### config.mk
export PLATFORM = sky130hd
export DESIGN_NAME = seq_ctrl
export DESIGN_NICKNAME = d
export VERILOG_FILES = /design/src/rtl/seq_pkg.sv /design/src/rtl/seq_timer.sv /design/src/rtl/seq_ctrl.sv
export SDC_FILE = /design/constraint.sdc
export NUM_CORES = 1
export LEC_CHECK = 0
export CORE_ASPECT_RATIO = 0.7
export CORE_UTILIZATION = 40
export CTS_CLUSTER_DIAMETER = 200
export DETAILED_ROUTE_END_ITERATION = 16
export PLACE_DENSITY = 0.73
export SLEW_MARGIN = 25
export SYNTH_ARGS = -nofsm -noshare
export SYNTH_HDL_FRONTEND = slang
export SYNTH_SLANG_ARGS = --single-unit
### constraint.sdc
create_clock -name clk -period 2.05 [get_ports clk]
set_input_delay 0.41 -clock clk [delete_from_list [all_inputs] [get_ports clk]]
set_output_delay 0.41 -clock clk [all_outputs]
set_load 0.005 [all_outputs]
### src/rtl/seq_pkg.sv
// Shared definitions for the sequence-memory game controller.
package seq_pkg;

  localparam int         MAX_LEVEL = 16;
  localparam logic [3:0] LED_ALL   = 4'b1111;
  localparam logic [3:0] LED_OFF   = 4'b0000;

  // State encoding kept as plain constants for legacy tool flows.
  typedef logic [2:0] state_t;

  localparam state_t S_IDLE     = 3'd0;
  localparam state_t S_SHOW_ON  = 3'd1;
  localparam state_t S_SHOW_OFF = 3'd2;
  localparam state_t S_WAIT_IN  = 3'd3;
  localparam state_t S_PAUSE    = 3'd4;
  localparam state_t S_WIN      = 3'd5;
  localparam state_t S_LOSE     = 3'd6;

endpackage

### src/rtl/seq_timer.sv
// Loadable down-counter. done_o pulses for one cycle when a loaded count
// has run down to zero; it stays low while the counter idles at zero.
module seq_timer #(
  parameter int W = 8
) (
  input  logic         clk,
  input  logic         rst,
  input  logic         load_i,
  input  logic [W-1:0] val_i,
  output logic         done_o
);

  logic [W-1:0] cnt_q, cnt_d;
  logic         armed_q, armed_d;

  // Next count: load wins, otherwise run down and disarm at terminal count.
  always_comb begin
    cnt_d   = cnt_q;
    armed_d = armed_q;
    if (load_i) begin
      cnt_d   = val_i;
      armed_d = 1'b1;
    end else if (cnt_q != '0) begin
      cnt_d = cnt_q - 1'b1;
    end else begin
      armed_d = 1'b0;
    end
  end

  // Counter registers.
  always_ff @(posedge clk or posedge rst) begin
    if (rst) begin
      cnt_q   <= '0;
      armed_q <= 1'b0;
    end else begin
      cnt_q   <= cnt_d;
      armed_q <= armed_d;
    end
  end

  assign done_o = armed_q && (cnt_q == '0);

endmodule

### src/rtl/seq_ctrl.sv
// Sequence-memory game controller: plays back a growing LED sequence read
// from an external ROM, then checks the player's button presses against it.
// Optional feature macro: SEQ_TIMEOUT_EN (player idle limit in WAIT_IN).
//
// state    | meaning
// ---------+--------------------------------------------------
// IDLE     | after reset, waiting for start
// SHOW_ON  | LED of step idx lit for ON_CYCLES
// SHOW_OFF | dark gap of OFF_CYCLES after each lit step
// WAIT_IN  | player reproduces the sequence, led echoes presses
// PAUSE    | OFF_CYCLES pause before playing the next level
// WIN      | all 16 levels done, all LEDs on, wait for start
// LOSE     | wrong press (or timeout), LEDs off, wait for start
module seq_ctrl
  import seq_pkg::*;
#(
  parameter int ON_CYCLES      = 50,
  parameter int OFF_CYCLES     = 25,
  parameter int TIMEOUT_CYCLES = 500
) (
  input  logic       clk,
  input  logic       reset,
  input  logic       start,
  input  logic [3:0] btn,
  input  logic       btn_valid,
  output logic [3:0] rom_addr,
  input  logic [3:0] rom_data,
  output logic [3:0] led,
  output logic [4:0] level,
  output logic       player_turn,
  output logic       win,
  output logic       lose
);

  if (ON_CYCLES < 1 || OFF_CYCLES < 1 || TIMEOUT_CYCLES < 1) begin : g_bad_param
    $error("seq_ctrl: cycle parameters must be at least 1");
  end

  localparam int SHOW_MAX = (ON_CYCLES > OFF_CYCLES) ? ON_CYCLES : OFF_CYCLES;
`ifdef SEQ_TIMEOUT_EN
  localparam int CNT_MAX  = (SHOW_MAX > TIMEOUT_CYCLES) ? SHOW_MAX : TIMEOUT_CYCLES;
`else
  localparam int CNT_MAX  = SHOW_MAX;
`endif
  localparam int TW = (CNT_MAX < 2) ? 1 : $clog2(CNT_MAX);

  // Timers are loaded with N-1 on entry so a state lasts exactly N cycles.
  localparam logic [TW-1:0] ON_LOAD  = TW'(ON_CYCLES - 1);
  localparam logic [TW-1:0] OFF_LOAD = TW'(OFF_CYCLES - 1);
`ifdef SEQ_TIMEOUT_EN
  localparam logic [TW-1:0] TO_LOAD  = TW'(TIMEOUT_CYCLES - 1);
`endif

  state_t        state_q, state_d;
  logic [3:0]    idx_q, idx_d;
  logic [4:0]    level_q, level_d;
  logic [3:0]    echo_q, echo_d;
  logic          tmr_load;
  logic [TW-1:0] tmr_val;
  logic          tmr_done;
  logic          last_step;

  seq_timer #(.W(TW)) u_timer (
    .clk    (clk),
    .rst    (reset),
    .load_i (tmr_load),
    .val_i  (tmr_val),
    .done_o (tmr_done)
  );

  assign last_step = ({1'b0, idx_q} == (level_q - 5'd1));

  // Next-state, step/level bookkeeping and timer loads.
  always_comb begin
    state_d  = state_q;
    idx_d    = idx_q;
    level_d  = level_q;
    echo_d   = echo_q;
    tmr_load = 1'b0;
    tmr_val  = ON_LOAD;
    case (state_q)
      S_IDLE, S_WIN, S_LOSE: begin
        if (start) begin
          state_d  = S_SHOW_ON;
          level_d  = 5'd1;
          idx_d    = 4'd0;
          echo_d   = LED_OFF;
          tmr_load = 1'b1;
          tmr_val  = ON_LOAD;
        end
      end
      S_SHOW_ON: begin
        if (tmr_done) begin
          state_d  = S_SHOW_OFF;
          tmr_load = 1'b1;
          tmr_val  = OFF_LOAD;
        end
      end
      S_SHOW_OFF: begin
        if (tmr_done) begin
          if (last_step) begin
            state_d = S_WAIT_IN;
            idx_d   = 4'd0;
            echo_d  = LED_OFF;
`ifdef SEQ_TIMEOUT_EN
            tmr_load = 1'b1;
            tmr_val  = TO_LOAD;
`endif
          end else begin
            state_d  = S_SHOW_ON;
            idx_d    = idx_q + 4'd1;
            tmr_load = 1'b1;
            tmr_val  = ON_LOAD;
          end
        end
      end
      S_WAIT_IN: begin
        if (btn_valid) begin
          if (btn == rom_data) begin
            echo_d = btn;
            if (!last_step) begin
              idx_d = idx_q + 4'd1;
`ifdef SEQ_TIMEOUT_EN
              tmr_load = 1'b1;
              tmr_val  = TO_LOAD;
`endif
            end else if (level_q < 5'(MAX_LEVEL)) begin
              state_d  = S_PAUSE;
              level_d  = level_q + 5'd1;
              idx_d    = 4'd0;
              tmr_load = 1'b1;
              tmr_val  = OFF_LOAD;
            end else begin
              state_d = S_WIN;
            end
          end else begin
            state_d = S_LOSE;
          end
        end
`ifdef SEQ_TIMEOUT_EN
        else if (tmr_done) begin
          state_d = S_LOSE;
        end
`endif
      end
      S_PAUSE: begin
        if (tmr_done) begin
          state_d  = S_SHOW_ON;
          tmr_load = 1'b1;
          tmr_val  = ON_LOAD;
        end
      end
      default: state_d = S_IDLE;
    endcase
  end

  // State and game registers.
  always_ff @(posedge clk or posedge reset) begin
    if (reset) begin
      state_q <= S_IDLE;
      idx_q   <= 4'd0;
      level_q <= 5'd1;
      echo_q  <= LED_OFF;
    end else begin
      state_q <= state_d;
      idx_q   <= idx_d;
      level_q <= level_d;
      echo_q  <= echo_d;
    end
  end

  // LED drive decoded from the registered state.
  always_comb begin
    led = LED_OFF;
    case (state_q)
      S_SHOW_ON: led = rom_data;
      S_WAIT_IN: led = echo_q;
      S_WIN:     led = LED_ALL;
      default:   led = LED_OFF;
    endcase
  end

  assign rom_addr    = idx_q;
  assign level       = level_q;
  assign player_turn = (state_q == S_WAIT_IN);
  assign win         = (state_q == S_WIN);
  assign lose        = (state_q == S_LOSE);

endmodule

==> run_results.csv <==
group,metric,value,unit
place,numPortBuffers,27,
power_and_ir_drop,power.leakage,1.185,nW
logic_synthesis,postSynthRegisterBits,23,
routing,route.antenna.remaining_nets,0,
logic_synthesis,ys.flop_type,"sky130_fd_sc_hd__dfrtp_1",
logic_synthesis,synth_top_area_share,0.3318,
timing,finalSetupViolCount,13,
worst_setup_path,worst-endpoint-arrival,2.35,ns
logic_synthesis,synth-edff-count,0,
logic_synthesis,cell_count_after_synthesis,184,
global_route,overflow,0,
status,status,"finished, violations left",
status,violations,"negative setup slack",
worst_hold_path,hold_class,"in -> async",
run,cap_violations,0,
floorplanning,floorplan.io_pins,28,
place,placement.cell_area,2238,um^2
clock_tree,clock_path_buffers,2,
worst_setup_path,worst_path_max_delay_cell,"sky130_fd_sc_hd__dfrtp_2",
cells_and_area,drive_gt1_frac,0.3900,
logic_synthesis,yosys.cell_types.count,56,
power_and_ir_drop,power_density,314.5,nW/um^2
routing,detailroute.via_count,1739,
cells_and_area,final_nets,277,
worst_setup_path,crit_path_cell_trace,"buf_6 > fa_1 > inv_1 > o211ai_1 > a311o_1 > buf_4 > a32o_1",
global_route,grt.total_usage,0.2194,
clock_tree,clk-insertion-delay-late,0.27,ns
timing,drv_slew,0,
cells_and_area,final_core_util,0.6516,
timing,fin_worst_skew,0.008311,ns
clock_tree,htree_num_levels,1,
power_and_ir_drop,vdd_ir_drop_max,240.2,uV
floorplanning,initial_core_util,0.4204,
power_and_ir_drop,design_power_total,0.0008087,W
worst_setup_path,crit_path_category,"reg -> reg",
timing,finalCriticalPeriod,2.180,ns
timing,fmax,458.7,MHz
logic_synthesis,syn_avg_cell_area,9.017,um^2
clock_tree,clk_pin_slew_worst_paths,0.09,ns
worst_setup_path,crit_path_start_kind,"register",
logic_synthesis,fraction_of_registers_with_async_set_or_reset_after_synthesis,1.000,
worst_setup_path,timing.rr.start,"state_q[2]$_DFFE_PP0P_",
logic_synthesis,syn_area,1659,um^2
global_route,number_of_antenna_violations_at_the_first_check_in_global_routing,0,
clock_tree,cts_tree,"built",
timing,grt_setup_unrepaired,"true",
logic_synthesis,syn_nets,201,
global_route,maximum_number_of_pins_on_one_net_before_global_route_repair,24,
routing,drt_drc_violations_left,0,
cells_and_area,areaGrowthSynthToFinish,54.98,%
logic_synthesis,synth-warning-count,0,
floorplanning,die_x,78.98,um
logic_synthesis,synthTopCellsByArea,"sky130_fd_sc_hd__dfrtp_1 33%, sky130_fd_sc_hd__a21oi_1 4.2%, sky130_fd_sc_hd__xnor2_1 4.2%",
timing,slew_headroom,0.7117,
routing,drt_first_iter_violations,92,
cells_and_area,layoutNonFillerInstCount,311,
logic_synthesis,synth_area_leader_cell,"sky130_fd_sc_hd__dfrtp_1",
clock_tree,cts.hold.buffers_added,0,
worst_setup_path,critPathRequiredTime,2.22,ns
global_route,grt_pass1_wl,7631,um
worst_setup_path,path_delay_family,"compound AO/OA/AOI/OAI gates",
floorplanning,core-area,3946,um^2
timing,finalHoldViolations,0,
routing,wire_per_inst,15.94,um
routing,finalWirelength,4957,um
place,dpl.hpwl,3257,um
worst_setup_path,reg2reg_setup_slack,-0.13,ns
clock_tree,cts_made_buffers,3,
worst_setup_path,crit_buf_inv,3,
clock_tree,cts.root.buffer_cell,"sky130_fd_sc_hd__clkbuf_8",
worst_setup_path,critical_path_peak_fanout,4,
routing,dr.pass1.iters,4,
timing,final.setup.worst_slack,-0.1299,ns
timing,timing_worst_slew_pin_value,0.4306,ns
floorplanning,die-height,55.89,um
cells_and_area,diodes,0,
routing,post_detailed_route_via_to_cell_ratio,5.592,
clock_tree,cts_sinks,23,
place,gp_routability_congestion,0.8414,
place,placedCellCount,289,
worst_setup_path,r2r_end,"rom_addr[1]$_DFFE_PP0P_",
worst_setup_path,crit_path_end_kind,"register",
floorplanning,die_area,4414,um^2
cells_and_area,final_area,2571,um^2
worst_setup_path,worst-r2r-cell-count,7,
logic_synthesis,register_area_share_after_synthesis,0.3477,
timing,fin_crit_sh,1.063,
floorplanning,rows,19,
global_route,grt_pass1_vias,1652,
worst_setup_path,critical-path-max-stage-delay,0.48,ns
## worst min-delay path, delay by kind of cell
| family | cells | cell delay [ns] |
|---|---|---|
| buf+inv | 3 | 0.74 |
## worst max-delay path by stage
stage                           startpoint                           to  slack, ns  depth (start not counted)
floorplan             level[0]$_DFFE_PP1P_      rom_addr[2]$_DFFE_PP0P_      -0.11                          6
global placement                    btn[2]      rom_addr[2]$_DFFE_PP0P_      -0.23                          6
detailed placement                  btn[0]      rom_addr[2]$_DFFE_PP0P_      -0.27                          6
CTS                   level[0]$_DFFE_PP1P_  u_timer.armed_q$_DFFE_PP0P_      -0.12                          7
global route        state_q[2]$_DFFE_PP0P_      rom_addr[1]$_DFFE_PP0P_      -0.18                          7
finish              state_q[2]$_DFFE_PP0P_      rom_addr[1]$_DFFE_PP0P_      -0.13                          7
## repair_timing
action                     CTS  global route
setup endpoints to repair   22            24
pin swaps                   17            14
buffers inserted             9             9
hold endpoints to repair     0             0
gates resized for setup     23            33
## where the power goes
group	leakage, nW	switching [W]	internal [W]	total [W]
Clock	0.0255	0.000161	0.000136	0.000297
Combinational	0.858	0.0000268	0.0000318	0.0000586
Sequential	0.302	0	0.000453	0.000453
## logic make-up (layout without fill, tap and decap cells)
logic type / count (synthesis) / count (layout) / synth area share
xor gates and xnor gates: 12 / 12 / 0.06335
muxes: 2 / 2 / 0.01207
and+or+nand+nor: 64 / 64 / 0.2210
buffers and inverters: 22 / 97 / 0.06033
DFF: 23 / 23 / 0.3477
adders and majority gates: 5 / 5 / 0.04223
AOI/OAI and AO/OA: 56 / 56 / 0.2534
## Yosys cell counts (all sizes together) (3+ instances only)
library cell / number
dfrtp: 22
a21oi: 14
inv: 13
o21ai: 13
nand2: 12
nor2: 11
nor3: 9
xnor2: 8
a22o: 5
buf: 5
nand4: 5
ha: 4
nand2b: 4
o311a: 4
xor2: 4
and2: 3
clkbuf: 3
nand3: 3
nor3b: 3
## per-stage QoR
stage	setup WS (ns)	hold WS, ns	setup TNS (ns)
after floorplan	-0.1113	0.4112	-0.1758
after detailed placement	-0.2704	0.4934	-3.325
final	-0.1299	0.4760	-0.7200
after global placement	-0.2256	0.4922	-2.792
after global routing	-0.1785	0.5255	-1.822
after CTS	-0.1235	0.4862	-0.6808
## metal layers
| layer | global-route usage | up-vias | share of wire |
|---|---|---|---|
| met1 | 0.3150 | 838 | 0.45 |
| met3 | 0.04262 | 8 | 0.046 |
| met5 | 0 | - | 0 |
| met2 | 0.3399 | 60 | 0.49 |
| li1 | - | 833 | - |
| met4 | 0.05195 | 0 | 0.010 |
## state kept, by name (all words and copies together) (netlist names)
name	cells
state_q	3
echo_q	4
u_timer.cnt_q	6
rom_addr	4
u_timer.armed_q	1
level	5
## layout make-up
class / instances / area (um^2)
Tap cell: 52 / 65.06
Fill cell: 305 / 1375
Clock buffer: 3 / 41.29
Inverter: 14 / 52.55
Timing Repair Buffer: 79 / 689.4
Sequential cell: 23 / 580.6
Multi-Input combinational cell: 139 / 1137
Clock inverter: 1 / 5.005
## cell usage in the layout (no fill, tap or decap), types with 3 or more instances in the layout
| master | Yosys | layout |
|---|---|---|
| sky130_fd_sc_hd__buf_4 | 2 | 44 |
| sky130_fd_sc_hd__clkdlybuf4s50_1 | 0 | 21 |
| sky130_fd_sc_hd__dfrtp_1 | 22 | 19 |
| sky130_fd_sc_hd__inv_1 | 13 | 11 |
| sky130_fd_sc_hd__nand2_1 | 12 | 10 |
| sky130_fd_sc_hd__nor2_1 | 10 | 9 |
| sky130_fd_sc_hd__a21oi_1 | 14 | 9 |
| sky130_fd_sc_hd__xnor2_1 | 8 | 8 |
| sky130_fd_sc_hd__buf_6 | 1 | 6 |
| sky130_fd_sc_hd__nor3_1 | 8 | 5 |
| sky130_fd_sc_hd__nand4_1 | 5 | 5 |
| sky130_fd_sc_hd__o21ai_0 | 11 | 5 |
| sky130_fd_sc_hd__a22o_1 | 5 | 5 |
| sky130_fd_sc_hd__o21ai_1 | 2 | 5 |
| sky130_fd_sc_hd__nor3_2 | 1 | 4 |
| sky130_fd_sc_hd__a21oi_2 | 0 | 4 |
| sky130_fd_sc_hd__nand2b_1 | 4 | 4 |
| sky130_fd_sc_hd__clkbuf_2 | 0 | 4 |
| sky130_fd_sc_hd__xor2_1 | 4 | 3 |
| sky130_fd_sc_hd__nand3_1 | 3 | 3 |
| sky130_fd_sc_hd__and2_1 | 3 | 3 |
| sky130_fd_sc_hd__o311a_1 | 3 | 3 |
| sky130_fd_sc_hd__ha_1 | 4 | 3 |
| sky130_fd_sc_hd__clkbuf_8 | 0 | 3 |
| sky130_fd_sc_hd__dfrtp_2 | 0 | 3 |
(Power assumes the default switching activity.)
